===== src/rtl/tt_rx_window_multi.sv =====
// TT receive-window checker with a multi-entry flow table.
// Define TT_RXW_STATS_EN to add saturating drop-reason counters.
module tt_rx_window_multi #(
  parameter int DATA_W = 64,
  parameter int CTRL_W = 8,
  parameter int TIME_W = 64,
  parameter int IDX_W  = 2,
  parameter int PORT_W = 4,
  parameter int BUF_W  = 4,
  parameter int LEN_W  = 16
) (
  input  logic              clk,
  input  logic              rst,
  input  logic [DATA_W-1:0] in_tt_data,
  input  logic [CTRL_W-1:0] in_tt_ctrl,
  input  logic              in_tt_wr,
  output logic              out_tt_rdy,
  output logic [DATA_W-1:0] out_buffer_data,
  output logic [CTRL_W-1:0] out_buffer_ctrl,
  output logic              out_buffer_wr,
  input  logic              in_buffer_rdy,
  output logic [PORT_W-1:0] out_switch_port,
  output logic [BUF_W-1:0]  out_switch_buffer,
  input  logic              in_table_wr,
  input  logic [IDX_W-1:0]  in_table_idx,
  input  logic              in_entry_valid,
  input  logic [15:0]       in_flow_id,
  input  logic [TIME_W-1:0] in_window_start,
  input  logic [TIME_W-1:0] in_window_end,
  input  logic [PORT_W-1:0] in_port_number,
  input  logic [BUF_W-1:0]  in_buffer_number,
  input  logic [LEN_W-1:0]  in_tt_length,
  output logic              out_table_rdy,
  input  logic [TIME_W-1:0] in_global_time,
  output logic              out_tt_flag_clear,
  output logic              out_drop_pulse,
  output logic [1:0]        out_drop_reason,
  output logic              out_len_err
`ifdef TT_RXW_STATS_EN
  ,
  output logic [31:0]       out_cnt_early,
  output logic [31:0]       out_cnt_late,
  output logic [31:0]       out_cnt_nomatch
`endif
);

  localparam int N = 2**IDX_W;

  typedef enum logic [1:0] {
    S_IDLE,
    S_FWD,
    S_DROP
  } state_t;

  state_t state_q, state_d;

  logic [N-1:0]      ent_valid;
  logic [15:0]       ent_flow  [N];
  logic [TIME_W-1:0] ent_start [N];
  logic [TIME_W-1:0] ent_end   [N];
  logic [PORT_W-1:0] ent_port  [N];
  logic [BUF_W-1:0]  ent_buf   [N];
  logic [LEN_W-1:0]  ent_len   [N];

  logic [LEN_W-1:0]  len_q, cnt_q, cnt_d, cnt_inc;
  logic              accept, last;
  logic [15:0]       hdr_flow;
  logic              hit;
  logic [IDX_W-1:0]  hit_idx;
  logic [TIME_W-1:0] w_start, w_end;
  logic              in_win, early;
  logic              fwd_d, latch_d, clr_d, lerr_d, drop_d;
  logic [1:0]        reason_d;

  always_ff @(posedge clk) begin
    if (rst) begin
      ent_valid <= '0;
    end else if (in_table_wr) begin
      ent_valid[in_table_idx] <= in_entry_valid;
    end
  end

  always_ff @(posedge clk) begin
    if (in_table_wr) begin
      ent_flow[in_table_idx]  <= in_flow_id;
      ent_start[in_table_idx] <= in_window_start;
      ent_end[in_table_idx]   <= in_window_end;
      ent_port[in_table_idx]  <= in_port_number;
      ent_buf[in_table_idx]   <= in_buffer_number;
      ent_len[in_table_idx]   <= in_tt_length;
    end
  end

  assign out_table_rdy = 1'b1;
  assign out_tt_rdy = rst ? in_buffer_rdy :
                      (state_q == S_DROP) ? 1'b1 :
                      in_buffer_rdy;
  assign accept   = in_tt_wr & out_tt_rdy;
  assign last     = |in_tt_ctrl;
  assign hdr_flow = in_tt_data[DATA_W-1 -: 16];

  // Descending scan so the lowest matching index is left in hit_idx.
  always_comb begin
    hit     = 1'b0;
    hit_idx = '0;
    for (int i = N-1; i >= 0; i--) begin
      if (ent_valid[i] && ent_flow[i] == hdr_flow) begin
        hit     = 1'b1;
        hit_idx = IDX_W'(i);
      end
    end
  end

  assign w_start = ent_start[hit_idx];
  assign w_end   = ent_end[hit_idx];

  // A reversed window spans the time rollover; a miss there is late.
  always_comb begin
    if (w_start <= w_end) begin
      in_win = (in_global_time >= w_start) &&
               (in_global_time <= w_end);
      early  = in_global_time < w_start;
    end else begin
      in_win = (in_global_time >= w_start) ||
               (in_global_time <= w_end);
      early  = 1'b0;
    end
  end

  assign cnt_inc = (&cnt_q) ? cnt_q : cnt_q + LEN_W'(1);

  always_ff @(posedge clk) begin
    if (rst) state_q <= S_IDLE;
    else     state_q <= state_d;
  end

  always_comb begin
    state_d = state_q;
    unique case (state_q)
      S_IDLE: begin
        if (accept && !last) begin
          state_d = (hit && in_win) ? S_FWD : S_DROP;
        end
      end
      S_FWD: begin
        if (accept && last) state_d = S_IDLE;
      end
      S_DROP: begin
        if (accept && last) state_d = S_IDLE;
      end
      default: state_d = S_IDLE;
    endcase
  end

  always_comb begin
    fwd_d    = 1'b0;
    latch_d  = 1'b0;
    clr_d    = 1'b0;
    lerr_d   = 1'b0;
    drop_d   = 1'b0;
    reason_d = 2'd0;
    cnt_d    = cnt_q;
    unique case (state_q)
      S_IDLE: begin
        if (accept) begin
          if (hit && in_win) begin
            fwd_d   = 1'b1;
            latch_d = 1'b1;
            cnt_d   = LEN_W'(1);
            if (last) begin
              clr_d  = 1'b1;
              lerr_d = (ent_len[hit_idx] != '0) &&
                       (ent_len[hit_idx] != LEN_W'(1));
            end
          end else begin
            drop_d   = 1'b1;
            reason_d = !hit ? 2'd3 :
                       early ? 2'd1 : 2'd2;
          end
        end
      end
      S_FWD: begin
        if (accept) begin
          fwd_d = 1'b1;
          cnt_d = cnt_inc;
          if (last) begin
            clr_d  = 1'b1;
            lerr_d = (len_q != '0) && (len_q != cnt_inc);
          end
        end
      end
      default: ;
    endcase
  end

  always_ff @(posedge clk) begin
    if (rst) begin
      out_buffer_wr     <= 1'b0;
      out_buffer_data   <= '0;
      out_buffer_ctrl   <= '0;
      out_switch_port   <= '0;
      out_switch_buffer <= '0;
      out_tt_flag_clear <= 1'b0;
      out_len_err       <= 1'b0;
      out_drop_pulse    <= 1'b0;
      out_drop_reason   <= 2'd0;
      len_q             <= '0;
      cnt_q             <= '0;
    end else begin
      out_buffer_wr     <= fwd_d;
      out_tt_flag_clear <= clr_d;
      out_len_err       <= lerr_d;
      out_drop_pulse    <= drop_d;
      out_drop_reason   <= reason_d;
      cnt_q             <= cnt_d;
      if (fwd_d) begin
        out_buffer_data <= in_tt_data;
        out_buffer_ctrl <= in_tt_ctrl;
      end
      if (latch_d) begin
        out_switch_port   <= ent_port[hit_idx];
        out_switch_buffer <= ent_buf[hit_idx];
        len_q             <= ent_len[hit_idx];
      end
    end
  end

`ifdef TT_RXW_STATS_EN
  always_ff @(posedge clk) begin
    if (rst) begin
      out_cnt_early   <= '0;
      out_cnt_late    <= '0;
      out_cnt_nomatch <= '0;
    end else if (drop_d) begin
      if (reason_d == 2'd1 && !(&out_cnt_early))
        out_cnt_early <= out_cnt_early + 32'd1;
      if (reason_d == 2'd2 && !(&out_cnt_late))
        out_cnt_late <= out_cnt_late + 32'd1;
      if (reason_d == 2'd3 && !(&out_cnt_nomatch))
        out_cnt_nomatch <= out_cnt_nomatch + 32'd1;
    end
  end
`endif

endmodule


===== config.mk =====
export PLATFORM = sky130hd
export DESIGN_NAME = tt_rx_window_multi
export DESIGN_NICKNAME = d
export VERILOG_FILES = /design/src/rtl/tt_rx_window_multi.sv
export SDC_FILE = /design/constraint.sdc
export NUM_CORES = 1
export LEC_CHECK = 0
export ABC_AREA = 1
export CORE_AREA = 2 2 291 293
export CTS_CLUSTER_SIZE = 12
export DETAILED_ROUTE_END_ITERATION = 8
export DIE_AREA = 0 0 293 295
export PLACE_DENSITY = 0.74
export SETUP_SLACK_MARGIN = 0.3
export SLEW_MARGIN = 20
export SYNTH_ARGS = -nofsm -noshare
export SYNTH_HDL_FRONTEND = slang
export SYNTH_SLANG_ARGS = --single-unit

===== constraint.sdc =====
create_clock -name clk -period 26.7 [get_ports clk]
set_clock_uncertainty 0.05 [all_clocks]
set_input_delay 4.005 -clock clk [delete_from_list [all_inputs] [get_ports clk]]
set_output_delay 4.005 -clock clk [all_outputs]
set_load 0.05 [all_outputs]

# [After elaboration in Yosys (flattened, before gate mapping)]
# Memory sizes are Yosys's and may differ from the RTL's. A register that Yosys moved wholly into a read port is not among the register bits.
# Index checks and enable logic that the tools add are counted.
[totals] memories=6 register_bits=116 elab_cells=109 ramBits=672 out_inout_bits=88
[classes] eq_ne=13 add_sub_neg=1 mux=45 reduce_logical=24 magnitude_cmp=6 n_bitwise=3
[mem_list] memory="ent_end" words=4 word_bits=64 read_ports=1 rd_clocked_by_memory_dff=0 write_ports=1 line_no="60" source="logic [TIME_W-1:0] ent_end [N];"
[mem_list] memory="ent_start" words=4 word_bits=64 read_ports=1 rd_clocked_by_memory_dff=0 write_ports=1 line_no="59" source="logic [TIME_W-1:0] ent_start [N];"
[mem_list] memory="ent_flow" words=4 word_bits=16 read_ports=4 rd_clocked_by_memory_dff=0 write_ports=1 line_no="58" source="logic [15:0] ent_flow [N];"
[mem_list] memory="ent_len" words=4 word_bits=16 read_ports=1 rd_clocked_by_memory_dff=0 write_ports=1 line_no="63" source="logic [LEN_W-1:0] ent_len [N];"
[mem_list] memory="ent_buf" words=4 word_bits=4 read_ports=1 rd_clocked_by_memory_dff=1 write_ports=1 line_no="62" source="logic [BUF_W-1:0] ent_buf [N];"
[mem_list] memory="ent_port" words=4 word_bits=4 read_ports=1 rd_clocked_by_memory_dff=1 write_ports=1 line_no="61" source="logic [PORT_W-1:0] ent_port [N];"
[op_table] cell="$le 64x64->1" count=2
[op_table] cell="$eq 16x16->1" count=4
[op_table] cell="$ge 64x64->1" count=1
[op_table] cell="$lt 64x64->1" count=1
[op_table] cell="$mux 16" count=4
[op_table] cell="$pmux 16 s2" count=1
[op_table] cell="$reduce_bool 16->1" count=2
[op_table] cell="$mux 1" count=25
[op_table] cell="$mux 2" count=9
[op_table] cell="$add 16x1->16 const B" count=1
[op_table] cell="$ne 16x1->1 const B" count=1
[op_table] cell="$ne 16x16->1" count=1
[op_table] cell="$reduce_and 16->1" count=1
[op_table] cell="$logic_and 1x1->1" count=11
[op_table] cell="$ne 2x2->1 const B" count=4
[op_table] cell="$reduce_or 8->1" count=1
[op_table] cell="$pmux 1 s2" count=3
[op_table] cell="$bwmux 4" count=1
[op_table] cell="$pmux 2 s2" count=1
[op_table] cell="$reduce_and 4->1" count=1
[op_table] cell="$reduce_or 4->1" count=1
[op_table] cell="$lt 2x3->1 const B" count=1
[op_table] cell="$reduce_or 3->1" count=1
[op_table] cell="$demux 1 s2" count=1
[op_table] cell="12 further kinds" count=13

# [Longest topological paths before layout]
# An unclocked memory read counts as a cell.
[logic_depth] word_depth=15 ltp_mapped=42 mapped_depth_nobuf=37

# [Least setup slack after synthesis]
# OpenSTA, ideal clock, no wires.
[synth_path] kind="in2reg" startpoint="input port in_table_idx[1]" endpoint="register ent_valid[1]" setup_ps=125 t_arrival_ps=16520 setup_slack_ps=10005 cell_stages=3 path_cell_list="nor3_1 -> o21ai_0 -> a21oi_1"
[synth_via] elab_chain_cells=5 word_cells_on_any_way=6 cone_classes="order compare (2); mux (3); reduce/logical (1)"
[synth_lines] item="start: declaration" line_no="25" source="input logic [IDX_W-1:0] in_table_idx,"
[synth_lines] item="$lt 2x3->1 (not written as such) or $ge 2x1->1 (tied branches)" line_no="79" source="ent_valid[in_table_idx] <= in_entry_valid;"
[synth_lines] item="$logic_and 1x1->1 (not written as such)" line_no="79"
[synth_lines] item="$mux 1 (not written as such)" line_no="79"
[synth_lines] item="$demux 1 s2 (*)" line_no="79"
[synth_lines] item="$bwmux 4 (*)" line_no="79"
[synth_lines] item="end signal: indexed assignment" line_no="79"
[synth_lines] item="end: declaration" line_no="57" source="logic [N-1:0] ent_valid;"
# Every way passes the cells marked *; elsewhere a longest branch is shown, timed or not.
# A chain may end at the register's enable or synchronous reset.

# [Worst setup path after layout]
[layout_path] startpoint="input port in_tt_data[63]" endpoint="register out_buffer_data[53]"
[layout_via] elab_chain_cells=14 word_cells_on_any_way=28 cone_classes="order compare (3); eq/ne (4); mux (12); reduce/logical (7); memory (2)"
[layout_lines] item="start: declaration" line_no="14" source="input logic [DATA_W-1:0] in_tt_data,"
[layout_lines] item="$eq 16x16->1" line_no="107" source="if (ent_valid[i] && ent_flow[i] == hdr_flow) begin"
[layout_lines] item="$logic_and 1x1->1" line_no="107"
[layout_lines] item="$mux 2 (4 in series)" line_no="107"
[layout_lines] item="$mem_v2 4x64 (on tied branches)"
[layout_lines] item="$ge 64x64->1 or $le 64x64->1 (tied branches)"
[layout_lines] item="$logic_or 1x1->1 or $logic_and 1x1->1 (tied branches)" line_no="124, 120"
[layout_lines] item="$mux 1" line_no="119" source="if (w_start <= w_end) begin"
[layout_lines] item="$logic_and 1x1->1 (*)" line_no="166" source="if (hit && in_win) begin"
[layout_lines] item="$mux 1 (*)" line_no="166"
[layout_lines] item="$mux 1 (*)" line_no="165" source="if (accept) begin"
[layout_lines] item="$pmux 1 s2 (*)" line_no="163" source="unique case (state_q)"
[layout_lines] item="end signal: assignment" line_no="217" source="out_buffer_data <= in_tt_data;"
[layout_lines] item="end: declaration" line_no="18" source="output logic [DATA_W-1:0] out_buffer_data,"
# Marks and branches as above.

==> flow_metrics.env <==
export IMPL_cap_viol_max_count=0
export IMPL_track_usage=0.222
export IMPL_critPathMaxFanout=135
export IMPL_cts_root_buf="clkbuf_16"
export IMPL_dieWidth_um=293
export IMPL_critPathCaptureType="register"
export IMPL_fp_dieH_um=295
export IMPL_critPathMostFrequentCell="nand2_1"
export IMPL_gp_congestion=0.957
export IMPL_critPathLaunchType="input pin"
export IMPL_io_pins=400
export IMPL_hold_buffers=0
export IMPL_num_vias=26600
export IMPL_drt_wl_total_mm=98.0
export IMPL_setup_tns_final_ps=0
export IMPL_clk_path_buf_depth=3
export IMPL_fin_crit_ps=11730
export IMPL_outcome="completed"
export IMPL_synth_area_per_cell_um2=11.0
export IMPL_nets=4218
export IMPL_synth_most_common_cell="edfxtp_1"
export IMPL_ys_seq_area_frac=0.610
export IMPL_yosysTopAreaCellShare=0.543
export IMPL_antenna_left=0
export IMPL_worstMarginPinSlew_ps=1100
export IMPL_wire_per_inst_um=20.1
export IMPL_placed_area_mm2=0.0420
export IMPL_synth_area_mm2=0.0372
export IMPL_yosys_warnings=0
export IMPL_fillers=7005
export IMPL_cts_sinks=796
export IMPL_cts_buffers=86
export IMPL_path_clk_slew_ps=60
export IMPL_synth_common_cells="672 x edfxtp_1, 514 x nand2_1, 451 x nor2_1, 215 x inv_1, 193 x ha_1"
export IMPL_ys_top_cells_by_area="edfxtp_1 54%, dfxtp_1 6.7%, ha_1 6.5%"
export IMPL_hpwl_mm=66.7
export IMPL_h_tree_depth=3
export IMPL_via_per_inst=5.46
export IMPL_cp_required_ps=27200
export IMPL_cts_tree="yes"
export IMPL_die_area_mm2=0.0864
export IMPL_final_area_mm2=0.0448
export IMPL_area_growth_syn_to_layout_pct=20.5
export IMPL_crit_type="in2reg"
export IMPL_synth_edff_count=672
export IMPL_yosysTopAreaCell="edfxtp_1"
export IMPL_rows=106
export IMPL_max_slew_margin=0.269
export IMPL_antenna_found_initial=20
export IMPL_ys_async_sr_fraction=0
export IMPL_min_path_type="reg2reg"
export IMPL_grt_max_degree=158
export IMPL_synthFlopType="edfxtp_1"
export IMPL_cts_setup_buffers=0
export IMPL_grt_pass1_wl_mm=148
export IMPL_dr_pass1_iters=5
export IMPL_crit_slowest_cell="buf_4"
export IMPL_drive_gt1_frac=0.0949
export IMPL_cp_data_arrival_time_ps=12230
export IMPL_synth_cell_types=58
export IMPL_synth_seq_cells=796
export IMPL_setup_viol=0
export IMPL_io_buffer_count=398
export IMPL_timing_final_crit_share=0.439
export IMPL_first_global_vias=25500
export IMPL_p_per_area_mw_per_mm2=62.0
export IMPL_finalHoldViolCount=0
export IMPL_cpPeakStageDelay_ps=890
export IMPL_ir_worst_vdd_mv=0.0669
export IMPL_clock_fmax_mhz=85.2
export IMPL_p_leak_nw=16.9
export IMPL_clkLatencyLatePin_ps=670
export IMPL_drc_errors=0
export IMPL_fin_hold_ws_ps=454
export IMPL_slew_viol_final=0
export IMPL_start_util=0.447
export IMPL_rsz0062_at_grt="false"
export IMPL_coreArea_mm2=0.0832
export IMPL_postSynthCellCount=3367
export IMPL_overflow=0
export IMPL_syn_nets=3872
export IMPL_ctsResizeCount=0
export IMPL_drt_initial_drc_count=2124
-- routing by layer --
metal	global-route usage	share of wire	wire length, um
met3	0.0413	0.079	7700
met4	0.0778	0.028	2710
met1	0.303	0.42	41300
met5	0	0.00065	64
met2	0.358	0.47	46200
-- metrics by stage --
step / setup slack, ps / total power [mW] / util / instances
after global routing: 14260 / 2.87 / 0.539 / 4865
after detailed placement: 14150 / 1.65 / 0.505 / 4704
after global placement: 14340 / 1.65 / 0.505 / 4704
final: 14970 / 2.78 / 0.539 / 4866
after floorplan: 10010 / 1.56 / - / 3367
after CTS: 14860 / 2.80 / 0.538 / 4853
-- final timing paths --
path | from | slack, ps | cells past startpoint | end
hold reg to reg | state_q[0] | 450 | 2 | state_q[0]
setup reg to reg | ent_flow[1][2] | 18620 | 27 | out_buffer_data[53]
setup / recovery | in_tt_data[63] | 14970 | 31 | out_buffer_data[53]
hold / removal | state_q[0] | 450 | 2 | state_q[0]
-- logic make-up after synthesis --
group | synth area share
compound gates | 0.102
xor+xnor | 0.00825
fa+ha+maj | 0.0650
flops | 0.610
other cells | 0.000101
buf+inv | 0.0431
simple gates | 0.172
-- state kept, by name (all words and copies together) (netlist names), 4 cells and up --
register	count
len_q	16
ent_end	256
out_buffer_data	64
out_switch_buffer	4
out_buffer_ctrl	8
ent_len	64
cnt_q	16
ent_port	16
out_switch_port	4
ent_flow	64
ent_buf	16
ent_start	256
ent_valid	4
-- area by class of cell --
type	instances	area (um^2)	area share
tap	1080	1350	0.0302
clock inverter	37	407	0.00908
timing repair buffer	421	4210	0.0941
antenna	12	30.0	0.000670
multi-input combinational	2181	13000	0.289
inverter	227	860	0.0192
clock buffer	112	2310	0.0516
sequential	796	22700	0.506
-- worst max-delay path: cells and delay by family --
kind	cells	cell delay (ps)
AND/OR/NAND/NOR	21	4280
buffers and inverters	7	3150
AO/OA/AOI/OAI	2	360
adder cells (fa/ha/maj)	1	190
-- report_power, final --
group          leakage, nW  internal [mW]  switching, mW
logic                 8.42         0.0899          0.123
registers             7.17           1.40         0.0139
clock network         1.31          0.646          0.499
total                 16.9           2.14          0.635
-- layout by cell type, fill, tap and decap left out, types with 5 or more instances in the layout --
cell / instances
a211oi_1: 20
a21oi_1: 134
a21oi_2: 46
a31oi_1: 7
a32o_1: 5
and2_1: 5
and3_1: 13
buf_4: 19
clkbuf_1: 21
clkbuf_16: 87
clkdlybuf4s50_1: 398
clkinv_1: 11
clkinv_2: 10
dfxtp_1: 124
diode_2: 12
edfxtp_1: 672
ha_1: 193
inv_1: 214
inv_2: 12
nand2_1: 513
nand3_1: 69
nand3b_1: 75
nand4_1: 58
nor2_1: 451
nor3_1: 32
nor4_1: 19
o211ai_1: 128
o21ai_0: 93
o21bai_1: 12
o221ai_1: 6
o31ai_1: 11
o32a_1: 66
or2_1: 7
or2_2: 136
xnor2_1: 14
xor2_1: 21
(Power assumes the default switching activity.)
